### config.mk
export PLATFORM = sky130hd
export DESIGN_NAME = ofs_fim_pcie_ss_ib2sb_block_flat
export DESIGN_NICKNAME = d
export VERILOG_FILES = /design/src/rtl/ofs_fim_pcie_ss_ib2sb_block_pkg.sv /design/src/rtl/ofs_fim_pcie_ss_ib2sb_block_if.sv /design/src/rtl/ofs_fim_pcie_ss_ib2sb_block.sv /design/src/flat_wrapper.sv
export SDC_FILE = /design/constraint.sdc
export NUM_CORES = 1
export LEC_CHECK = 0
export CAP_MARGIN = 20
export CORE_AREA = 3 3 549 551
export DETAILED_ROUTE_END_ITERATION = 7
export DIE_AREA = 0 0 552 554
export GPL_TIMING_DRIVEN = 1
export SLEW_MARGIN = 20
export SYNTH_ARGS = -nofsm -noshare
export SYNTH_HDL_FRONTEND = slang
export SYNTH_SLANG_ARGS = --single-unit
### constraint.sdc
create_clock -name clk -period 149.2 [get_ports clk]
set_input_delay 44.76 -clock clk [delete_from_list [all_inputs] [get_ports clk]]
set_output_delay 44.76 -clock clk [all_outputs]
set_load 0.05 [all_outputs]
### src/rtl/ofs_fim_pcie_ss_ib2sb_block_pkg.sv
`default_nettype none
// +--------------------------------------------------------------------+
// | ofs_fim_pcie_ss_ib2sb_block_pkg: shared PCIe SS header constants  |
// | Revision: 1.0                                                      |
// +--------------------------------------------------------------------+
package ofs_fim_pcie_ss_ib2sb_block_pkg;
   localparam int HDR_W     = 256;
   localparam int HDR_BYTES = HDR_W / 8;
endpackage
`default_nettype wire

### src/rtl/ofs_fim_pcie_ss_ib2sb_block_if.sv
`default_nettype none
// +--------------------------------------------------------------------+
// | pcie_ss_axis_if: AXI-stream TLP bus with vendor user bits          |
// | Revision: 1.0                                                      |
// +--------------------------------------------------------------------+
interface pcie_ss_axis_if #(
   parameter int DATA_W = 512,
   parameter int USER_W = 1
);
   logic                  tvalid;
   logic                  tready;
   logic [DATA_W-1:0]     tdata;
   logic [DATA_W/8-1:0]   tkeep;
   logic                  tlast;
   logic [USER_W-1:0]     tuser_vendor;

   modport source (output tvalid, tdata, tkeep, tlast, tuser_vendor, input tready);
   modport sink   (input tvalid, tdata, tkeep, tlast, tuser_vendor, output tready);
endinterface
`default_nettype wire

### src/rtl/ofs_fim_pcie_ss_ib2sb_block.sv
`default_nettype none
// +--------------------------------------------------------------------+
// | ofs_fim_pcie_ss_ib2sb_block: in-band header to side-band header    |
// | TLP stream converter. Revision: 1.0                                |
// +--------------------------------------------------------------------+
module ofs_fim_pcie_ss_ib2sb_block
   import ofs_fim_pcie_ss_ib2sb_block_pkg::*;
#(
   parameter int DATA_W = 512
) (
   input  wire logic       clk,
   input  wire logic       rst_n,
   pcie_ss_axis_if.sink    stream_in,
   pcie_ss_axis_if.source  stream_out
);
   localparam int KEEP_W = DATA_W / 8;
   localparam int UP_W   = DATA_W - HDR_W;
   localparam int UPK_W  = KEEP_W - HDR_BYTES;

   typedef enum logic [1:0] {
      ST_SOP   = 2'd0,
      ST_BODY  = 2'd1,
      ST_FLUSH = 2'd2
   } state_t;

   state_t              r_state;
   state_t              w_state_nxt;

   logic                r_out_valid;
   logic [DATA_W-1:0]   r_out_data;
   logic [KEEP_W-1:0]   r_out_keep;
   logic                r_out_last;
   logic [HDR_W:0]      r_out_user;

   logic [UP_W-1:0]     r_hold_data;
   logic [UPK_W-1:0]    r_hold_keep;
   logic [HDR_W-1:0]    r_hdr;
   logic                r_vendor;
   logic                r_first;

   logic                w_out_free;
   logic                w_in_ready;
   logic                w_in_acc;
   logic                w_tail_empty;
   logic                w_emit;
   logic                w_sop_ld;
   logic                w_hold_ld;
   logic [DATA_W-1:0]   w_nd;
   logic [KEEP_W-1:0]   w_nk;
   logic                w_nl;
   logic [HDR_W:0]      w_nu;

   // in tready depends only on registered state and the downstream ready
   assign w_out_free      = !r_out_valid || stream_out.tready;
   assign w_in_ready      = w_out_free && (r_state != ST_FLUSH);
   assign w_in_acc        = stream_in.tvalid && w_in_ready;
   assign w_tail_empty    = (stream_in.tkeep[KEEP_W-1:HDR_BYTES] == '0);
   assign stream_in.tready = w_in_ready;

   assign stream_out.tvalid       = r_out_valid;
   assign stream_out.tdata        = r_out_data;
   assign stream_out.tkeep        = r_out_keep;
   assign stream_out.tlast        = r_out_last;
   assign stream_out.tuser_vendor = r_out_user;

   always_ff @(posedge clk or negedge rst_n) begin
      if (!rst_n) begin
         r_state     <= ST_SOP;
         r_out_valid <= 1'b0;
      end else begin
         r_state <= w_state_nxt;
         if (w_emit)
            r_out_valid <= 1'b1;
         else if (stream_out.tready)
            r_out_valid <= 1'b0;
      end
   end

   always_comb begin
      w_state_nxt = r_state;
      w_emit      = 1'b0;
      w_sop_ld    = 1'b0;
      w_hold_ld   = 1'b0;
      w_nd        = '0;
      w_nk        = '0;
      w_nl        = 1'b0;
      w_nu        = '0;
      case (r_state)
         ST_SOP: begin
            if (w_in_acc) begin
               w_sop_ld  = 1'b1;
               w_hold_ld = 1'b1;
               if (stream_in.tlast) begin
                  // single-beat packet: header-only forces an all-zero data beat
                  w_emit = 1'b1;
                  w_nd   = w_tail_empty ? '0 :
                           {{HDR_W{1'b0}}, stream_in.tdata[DATA_W-1:HDR_W]};
                  w_nk   = {{HDR_BYTES{1'b0}}, stream_in.tkeep[KEEP_W-1:HDR_BYTES]};
                  w_nl   = 1'b1;
                  w_nu   = {stream_in.tdata[HDR_W-1:0], stream_in.tuser_vendor[0]};
               end else begin
                  w_state_nxt = ST_BODY;
               end
            end
         end
         ST_BODY: begin
            if (w_in_acc) begin
               w_emit    = 1'b1;
               w_hold_ld = 1'b1;
               w_nd      = {stream_in.tdata[HDR_W-1:0], r_hold_data};
               w_nk      = {stream_in.tkeep[HDR_BYTES-1:0], r_hold_keep};
               w_nl      = stream_in.tlast && w_tail_empty;
               w_nu      = r_first ? {r_hdr, r_vendor} : {{HDR_W{1'b0}}, r_vendor};
               if (stream_in.tlast)
                  w_state_nxt = w_tail_empty ? ST_SOP : ST_FLUSH;
            end
         end
         ST_FLUSH: begin
            if (w_out_free) begin
               w_emit      = 1'b1;
               w_nd        = {{HDR_W{1'b0}}, r_hold_data};
               w_nk        = {{HDR_BYTES{1'b0}}, r_hold_keep};
               w_nl        = 1'b1;
               w_nu        = {{HDR_W{1'b0}}, r_vendor};
               w_state_nxt = ST_SOP;
            end
         end
         default: w_state_nxt = ST_SOP;
      endcase
   end

   always_ff @(posedge clk) begin
      if (w_emit) begin
         r_out_data <= w_nd;
         r_out_keep <= w_nk;
         r_out_last <= w_nl;
         r_out_user <= w_nu;
      end
      if (w_hold_ld) begin
         r_hold_data <= stream_in.tdata[DATA_W-1:HDR_W];
         r_hold_keep <= stream_in.tkeep[KEEP_W-1:HDR_BYTES];
      end
      if (w_sop_ld) begin
         r_hdr    <= stream_in.tdata[HDR_W-1:0];
         r_vendor <= stream_in.tuser_vendor[0];
         r_first  <= 1'b1;
      end else if (w_emit) begin
         r_first  <= 1'b0;
      end
   end
endmodule
`default_nettype wire

### src/flat_wrapper.sv
// flat-port wrapper written by rule: the top's interface ports become plain ports
module ofs_fim_pcie_ss_ib2sb_block_flat import ofs_fim_pcie_ss_ib2sb_block_pkg::*;
#(
   parameter int DATA_W = 512
)
  (clk, rst_n, stream_in_tvalid, stream_in_tdata, stream_in_tkeep, stream_in_tlast, stream_in_tuser_vendor, stream_in_tready, stream_out_tvalid, stream_out_tdata, stream_out_tkeep, stream_out_tlast, stream_out_tuser_vendor, stream_out_tready);
  pcie_ss_axis_if #(.DATA_W(DATA_W), .USER_W(1)) stream_in_i ();
  pcie_ss_axis_if #(.DATA_W(DATA_W), .USER_W(257)) stream_out_i ();
  input  wire logic clk;
  input  wire logic rst_n;
  input wire logic [$bits(stream_in_i.tvalid)-1:0] stream_in_tvalid;
  input wire logic [$bits(stream_in_i.tdata)-1:0] stream_in_tdata;
  input wire logic [$bits(stream_in_i.tkeep)-1:0] stream_in_tkeep;
  input wire logic [$bits(stream_in_i.tlast)-1:0] stream_in_tlast;
  input wire logic [$bits(stream_in_i.tuser_vendor)-1:0] stream_in_tuser_vendor;
  output wire logic [$bits(stream_in_i.tready)-1:0] stream_in_tready;
  output wire logic [$bits(stream_out_i.tvalid)-1:0] stream_out_tvalid;
  output wire logic [$bits(stream_out_i.tdata)-1:0] stream_out_tdata;
  output wire logic [$bits(stream_out_i.tkeep)-1:0] stream_out_tkeep;
  output wire logic [$bits(stream_out_i.tlast)-1:0] stream_out_tlast;
  output wire logic [$bits(stream_out_i.tuser_vendor)-1:0] stream_out_tuser_vendor;
  input wire logic [$bits(stream_out_i.tready)-1:0] stream_out_tready;
  assign stream_in_i.tvalid = stream_in_tvalid;
  assign stream_in_i.tdata = stream_in_tdata;
  assign stream_in_i.tkeep = stream_in_tkeep;
  assign stream_in_i.tlast = stream_in_tlast;
  assign stream_in_i.tuser_vendor = stream_in_tuser_vendor;
  assign stream_in_tready = stream_in_i.tready;
  assign stream_out_tvalid = stream_out_i.tvalid;
  assign stream_out_tdata = stream_out_i.tdata;
  assign stream_out_tkeep = stream_out_i.tkeep;
  assign stream_out_tlast = stream_out_i.tlast;
  assign stream_out_tuser_vendor = stream_out_i.tuser_vendor;
  assign stream_out_i.tready = stream_out_tready;
  ofs_fim_pcie_ss_ib2sb_block #(.DATA_W(DATA_W)) u_core (.clk(clk), .rst_n(rst_n), .stream_in(stream_in_i), .stream_out(stream_out_i));
endmodule
==> metrics.yaml, run 1 <==
hold_path_depth: 2
core_um2: 297000
synth_top_area_share_pct: 83.8
yosysUniqueCellTypes: 31
arrival_ns: 46.74
post-route-min-period_ns: 91.50
finalPower_mw: 1.47
critPathKind: "in -> out"
syn_area_per_cell_um2: 20.5
drtIter0Drc: 2460
netlist_area_um2: 49400
grt_max_degree: 147
worst_slew_pin_slew_ns: 1.02
outcome: "completed"
drc_errors: 0
final_cell_mix: "clkdlybuf4s50_1, edfxtp_1, a22o_1"
place_ws_ns: 57.65
grt_pass1_wl_um: 258000
cts_resized: 0
cts_tree: "yes"
ant_nets: 0
io_pins: 1418
period_share_pct: 61.3
fin_ws_ns: 57.70
required_ns: 104.44
wl_per_cell_um: 24.2
maxCapViolations: 0
portBuffers: 1417
cts_setup_buffers: 0
cts.path.max_buffers: 4
cts_buffers: 156
dr_total_vias: 29500
fin_tns_setup_ns: 0
htreeDepth: 4
r2r_cells: 8
routabilityCongestion: 0.896
ys_warn_count: 0
drive_gt1_share_pct: 7.03
fmax_mhz: 10.9
die_x_um: 552
vias_per_cell: 3.73
initial_utilization_pct: 16.7
root_buffer: "clkbuf_16"
hpwl_um: 146000
grt_pass1_vias: 30100
wirelength_um: 192000
die_y_um: 554
syn-num-nets: 2988
final_util_pct: 24.6
crit_fanout: 6
synthesis.instances: 2406
insertion_delay_ns: 0.84
n_fill_cell: 30400
dr.pass1.iters: 6
rows: 200
drv_slew: 0
path_clk_slew_ns: 0.06
holdWs_ns: 0.460
nNetsFinal: 4451
timing.slew.headroom_pct: 31.7
rsz0062_at_grt: "no"
critPathLaunchType: "primary input"
ys_seq_area_share_pct: 84.0
ir_drop_mv: 0.0115
synth-seq-cells: 1383
final_common_cell: "clkdlybuf4s50_1"
ff_latch_area_um2: 41500
min_path_type: "reg -> reg"
critPathCaptureType: "primary output"
skew_ns: 0.0564
multi_input_area_um2: 6860
finalSetupViolations: 0
yosys.area.top_type: "edfxtp_1"
syn_to_final_growth_pct: 47.4
finalHoldViolCount: 0
synth_area_leaders: "edfxtp_1, a22o_1, and2_1"
grt_util_all_layers_pct: 11.9
clock_sinks: 1383
powerDensity_nw_per_um2: 20.1
grt-ovfl-total: 0
p_leak_nw: 24.2
cts_hold_buf: 0
die_area_um2: 306000
grt_antenna_before_repair: 47
-- registers in the layout, indices dropped and copies added (netlist names) --
signal	flops
u_core.stream_out.tdata	512
u_core.stream_out.tuser_vendor	257
u_core.r_hdr	256
u_core.r_hold_data	256
u_core.stream_out.tkeep	64
u_core.r_hold_keep	32
u_core.r_state	2
u_core.r_first	1
u_core.r_vendor	1
u_core.stream_out.tlast	1
u_core.stream_out.tvalid	1
-- cells by family (layout without fill, tap and decap cells) --
kind of cell	after synthesis	count (layout)	synth area share, %
AND/OR/NAND/NOR	315	315	4.00
flip-flops	1383	1383	84.0
buffers and inverters	154	1730	2.23
other	0	7	0
AO/OA/AOI/OAI	554	554	9.79
-- path summary, 6_finish.rpt --
| kind | endpoint | startpoint | slack (ns) |
|---|---|---|---|
| max in group asynchronous | u_core.stream_out.tvalid | rst_n | 104.87 |
| hold reg to reg | u_core.r_first | u_core.r_first | 0.46 |
| setup reg to reg | u_core.stream_out.tdata[355] | u_core.stream_out.tvalid | 143.50 |
| min in group asynchronous | u_core.r_state[1] | rst_n | 44.16 |
| hold / removal | u_core.r_first | u_core.r_first | 0.46 |
| setup / recovery | stream_in_tready | stream_out_tready | 57.70 |
-- worst max-delay path: stages --
cell	delay, ns
clkdlybuf4s50_1	0.62
and2b_4	0.28
nor2_1	0.20
clkdlybuf4s50_1	0.86
-- layer usage --
metal	global-route usage, %	part of all wire [%]	vias to the layer above
met4	3.56	2.9	34
met5	0	0.12	-
met2	20.9	50	1591
met1	13.1	36	14900
met3	4.98	10	300
li1	-	-	12700
-- metrics by stage --
| stage | instances | area (um2) |
|---|---|---|
| global placement | 7650 | 67800 |
| global route | 7925 | 72900 |
| detailed placement | 7650 | 67800 |
| floorplan | 2406 | 49400 |
| finish | 7928 | 72900 |
| CTS | 7921 | 72800 |
-- cells in the mapped netlist --
master,number
edfxtp_1,1379
a22o_1,545
and2_1,290
buf_2,60
buf_6,53
clkbuf_1,27
buf_4,13
nor4_1,8
dfrtp_1,3
nand2b_1,3
nor2_1,3
nand4_1,2
o21ai_0,2
a21oi_1,1
a21oi_2,1
a311oi_1,1
a31o_2,1
and2b_4,1
and3_1,1
dfxtp_1,1
inv_1,1
nand2_1,1
nand3_1,1
nand4b_1,1
nor2_2,1
nor2b_1,1
nor2b_4,1
nor3_2,1
o21ba_2,1
o21bai_1,1
o22ai_1,1
-- final cells by class --
cell class	count	area share, %
Antenna cell	7	0.0240
Clock inverter	82	1.37
Clock buffer	189	5.56
Multi-Input combinational cell	869	9.42
Tap cell	3939	6.76
Timing Repair Buffer	1458	19.9
Inverter	1	0.00515
Sequential cell	1383	57.0
-- report_power, final --
group,internal (mW),leakage (nW),switching (mW)
combinational,0.140,8.51,0.361
sequential,0.548,13.3,0.0326
clock,0.223,2.42,0.162
Power figures use the tool's default switching activity.
==> inputs of run 2 (changes only) <==
clock period = 74.6 ns   (was 149.2 ns; I/O delays follow)
==> metrics.yaml, run 2 (synthesized netlist as in run 1, its figures left out) <==
outcome: "completed"
initial_utilization_pct: 16.7  # unchanged
fmax_mhz: 21.3
finalPower_mw: 2.91  # +99%
required_ns: 52.22  # -52.22 ns
r2r_cells: 9  # +1
cts_setup_buffers: 0  # unchanged
combPwrFrac_pct: 34.5  # +0.3 points
p_leak_nw: 24.2  # about the same
final_cell_mix: "clkdlybuf4s50_1, edfxtp_1, a22o_1"
cts_tree: "yes"
htreeDepth: 4  # unchanged
cts_resized: 0  # unchanged
core_um2: 297000  # unchanged
finalSetupViolations: 0  # unchanged
grt_util_all_layers_pct: 11.8  # -0.095 points
cts.path.max_buffers: 4  # unchanged
grt_pass1_vias: 29800  # -1.0%
grt-ovfl-total: 0  # unchanged
drive_gt1_share_pct: 7.04  # +0.0092 points
hpwl_um: 145000  # -0.49%
critPathCaptureType: "primary output"
p_clk_share_pct: 25.7  # -0.5 points
io_pins: 1418  # unchanged
ir_drop_mv: 0.0242  # +110%
vias_per_cell: 3.70  # -0.76%
timing.slew.headroom_pct: 25.5  # -6.2 points
dr_total_vias: 29400  # -0.52%
final_common_cell: "clkdlybuf4s50_1"
dr_wl_met3_um: 20500  # +3.5%
drt-met1-wl_um: 67800  # -2.5%
endpoint: "stream_in_tready"
root_buffer: "clkbuf_16"
maxCapViolations: 0  # unchanged
n_fill_cell: 30400  # +0.11%
min_path_type: "reg -> reg"
period_share_pct: 62.9
grt_max_degree: 175  # +19%
finalHoldViolCount: 0  # unchanged
insertion_delay_ns: 0.80  # -0.04 ns
dr.pass1.iters: 7  # +1
ff_latch_area_um2: 41500  # unchanged
top_layer: "met5"
wl_per_cell_um: 24.0  # -0.89%
clock_sinks: 1383  # unchanged
arrival_ns: 24.57  # -22.17 ns
nNetsFinal: 4449  # -0.045%
cts_buffers: 157  # +0.64%
netSwitchingFraction_pct: 38.2  # +0.34 points
wirelength_um: 191000  # -0.65%
p_int_mw: 1.80  # +97%
syn_to_final_growth_pct: 47.3  # about the same
die_y_um: 554  # unchanged
rsz0062_at_grt: "no"
critPathLaunchType: "primary input"
r2r_end: "u_core.stream_out.tuser_vendor[237]"
worst_slew_pin_slew_ns: 1.12  # +0.0937 ns
rows: 200  # unchanged
multi_input_area_um2: 6860  # unchanged
routed-wl-met2_um: 96100  # -0.59%
cp-startpoint: "stream_out_tready"
seqPwrFrac_pct: 39.8  # +0.2 points
powerDensity_nw_per_um2: 40.0  # +99%
cts_hold_buf: 0  # unchanged
holdWs_ns: 0.465  # +0.00472 ns
grt_antenna_before_repair: 68  # +45%
die_area_um2: 306000  # unchanged
skew_ns: 0.0328  # -0.0236 ns
largest_reg_flops: 512  # unchanged
post-route-min-period_ns: 46.95
routabilityCongestion: 0.875  # -2.3%
crit_fanout: 6  # unchanged
portBuffers: 1417  # unchanged
die_x_um: 552  # unchanged
path_clk_slew_ns: 0.06  # about the same
power.switching_mw: 1.11  # +100%
place_ws_ns: 27.39  # -30.26 ns
rr_startpoint: "u_core.r_state[1]"
drv_slew: 0  # unchanged
fin_ws_ns: 27.65  # -30.05 ns
reg2reg_slack_ns: 69.33  # -74.17 ns
drc_errors: 0  # unchanged
grt_pass1_wl_um: 256000  # -0.87%
ant_nets: 0  # unchanged
critPathKind: "in -> out"
fin_tns_setup_ns: 0  # unchanged
drtIter0Drc: 2484  # +0.98%
run 2: changes by cell type in the layout (fill, tap and decap cells not counted), moves of 4 or more:
cell,before,now
clkinv_1,17,30
clkinv_2,18,27
inv_6,4,8
diode_2,7,17
bufinv_16,16,8
clkinvlp_4,13,8
buf_4,41,37
run 2: worst min-delay path by stage:
| stage | end | slack (ns) | cells past startpoint | start |
|---|---|---|---|---|
| final | u_core.r_first | 0.47 | 2 | u_core.r_first |
| after global placement | u_core.r_first | 0.47 | 2 | u_core.r_first |
| after detailed placement | u_core.r_first | 0.46 | 2 | u_core.r_first |
| after CTS | u_core.r_first | 0.47 | 2 | u_core.r_first |
| after global routing | u_core.r_first | 0.49 | 2 | u_core.r_first |
| after floorplan | u_core.r_first | 0.43 | 2 | u_core.r_first |
run 2: power by group through the flow:
stage / sequential (mW) / combinational [mW] / clock (mW)
2_1_floorplan: 1.84 / 0.175 / 0
3_3_place_gp: 1.18 / 1.02 / 0
3_5_place_dp: 1.18 / 1.02 / 0
4_1_cts: 1.16 / 1.02 / 0.775
5_1_grt: 1.18 / 1.04 / 0.803
6_report: 1.16 / 1.00 / 0.747
run 2: final cells by class:
class,instances,share of cell area [%]
Multi-Input combinational cell,869,9.43
Tap cell,3939,6.77
Timing Repair Buffer,1455,19.9
Clock inverter,96,1.21
Clock buffer,187,5.58
Sequential cell,1383,57.0
Antenna cell,17,0.0584
Inverter,1,0.00516
run 2: per-stage QoR:
stage / std cells / area [um2] / utilization [%]
after floorplan: 2406 / 49400 / -
after global placement: 7647 / 67800 / 22.8
after detailed placement: 7647 / 67800 / 22.8
after CTS: 7930 / 72800 / 24.5
after global routing: 7937 / 72800 / 24.5
final: 7947 / 72800 / 24.5
run 2: worst max-delay path, stage by stage:
cell and delay (ns):
clkdlybuf4s50_1 0.80, and2b_4 0.32, nor2_1 0.19, clkdlybuf4s50_1 0.86
run 2: routing by layer:
| layer | up-vias | track usage, % |
|---|---|---|
| met3 | 296 | 5.04 |
| met1 | 14800 | 12.8 |
| met2 | 1530 | 21.0 |
| met5 | - | 0 |
| met4 | 54 | 3.34 |
| li1 | 12700 | - |
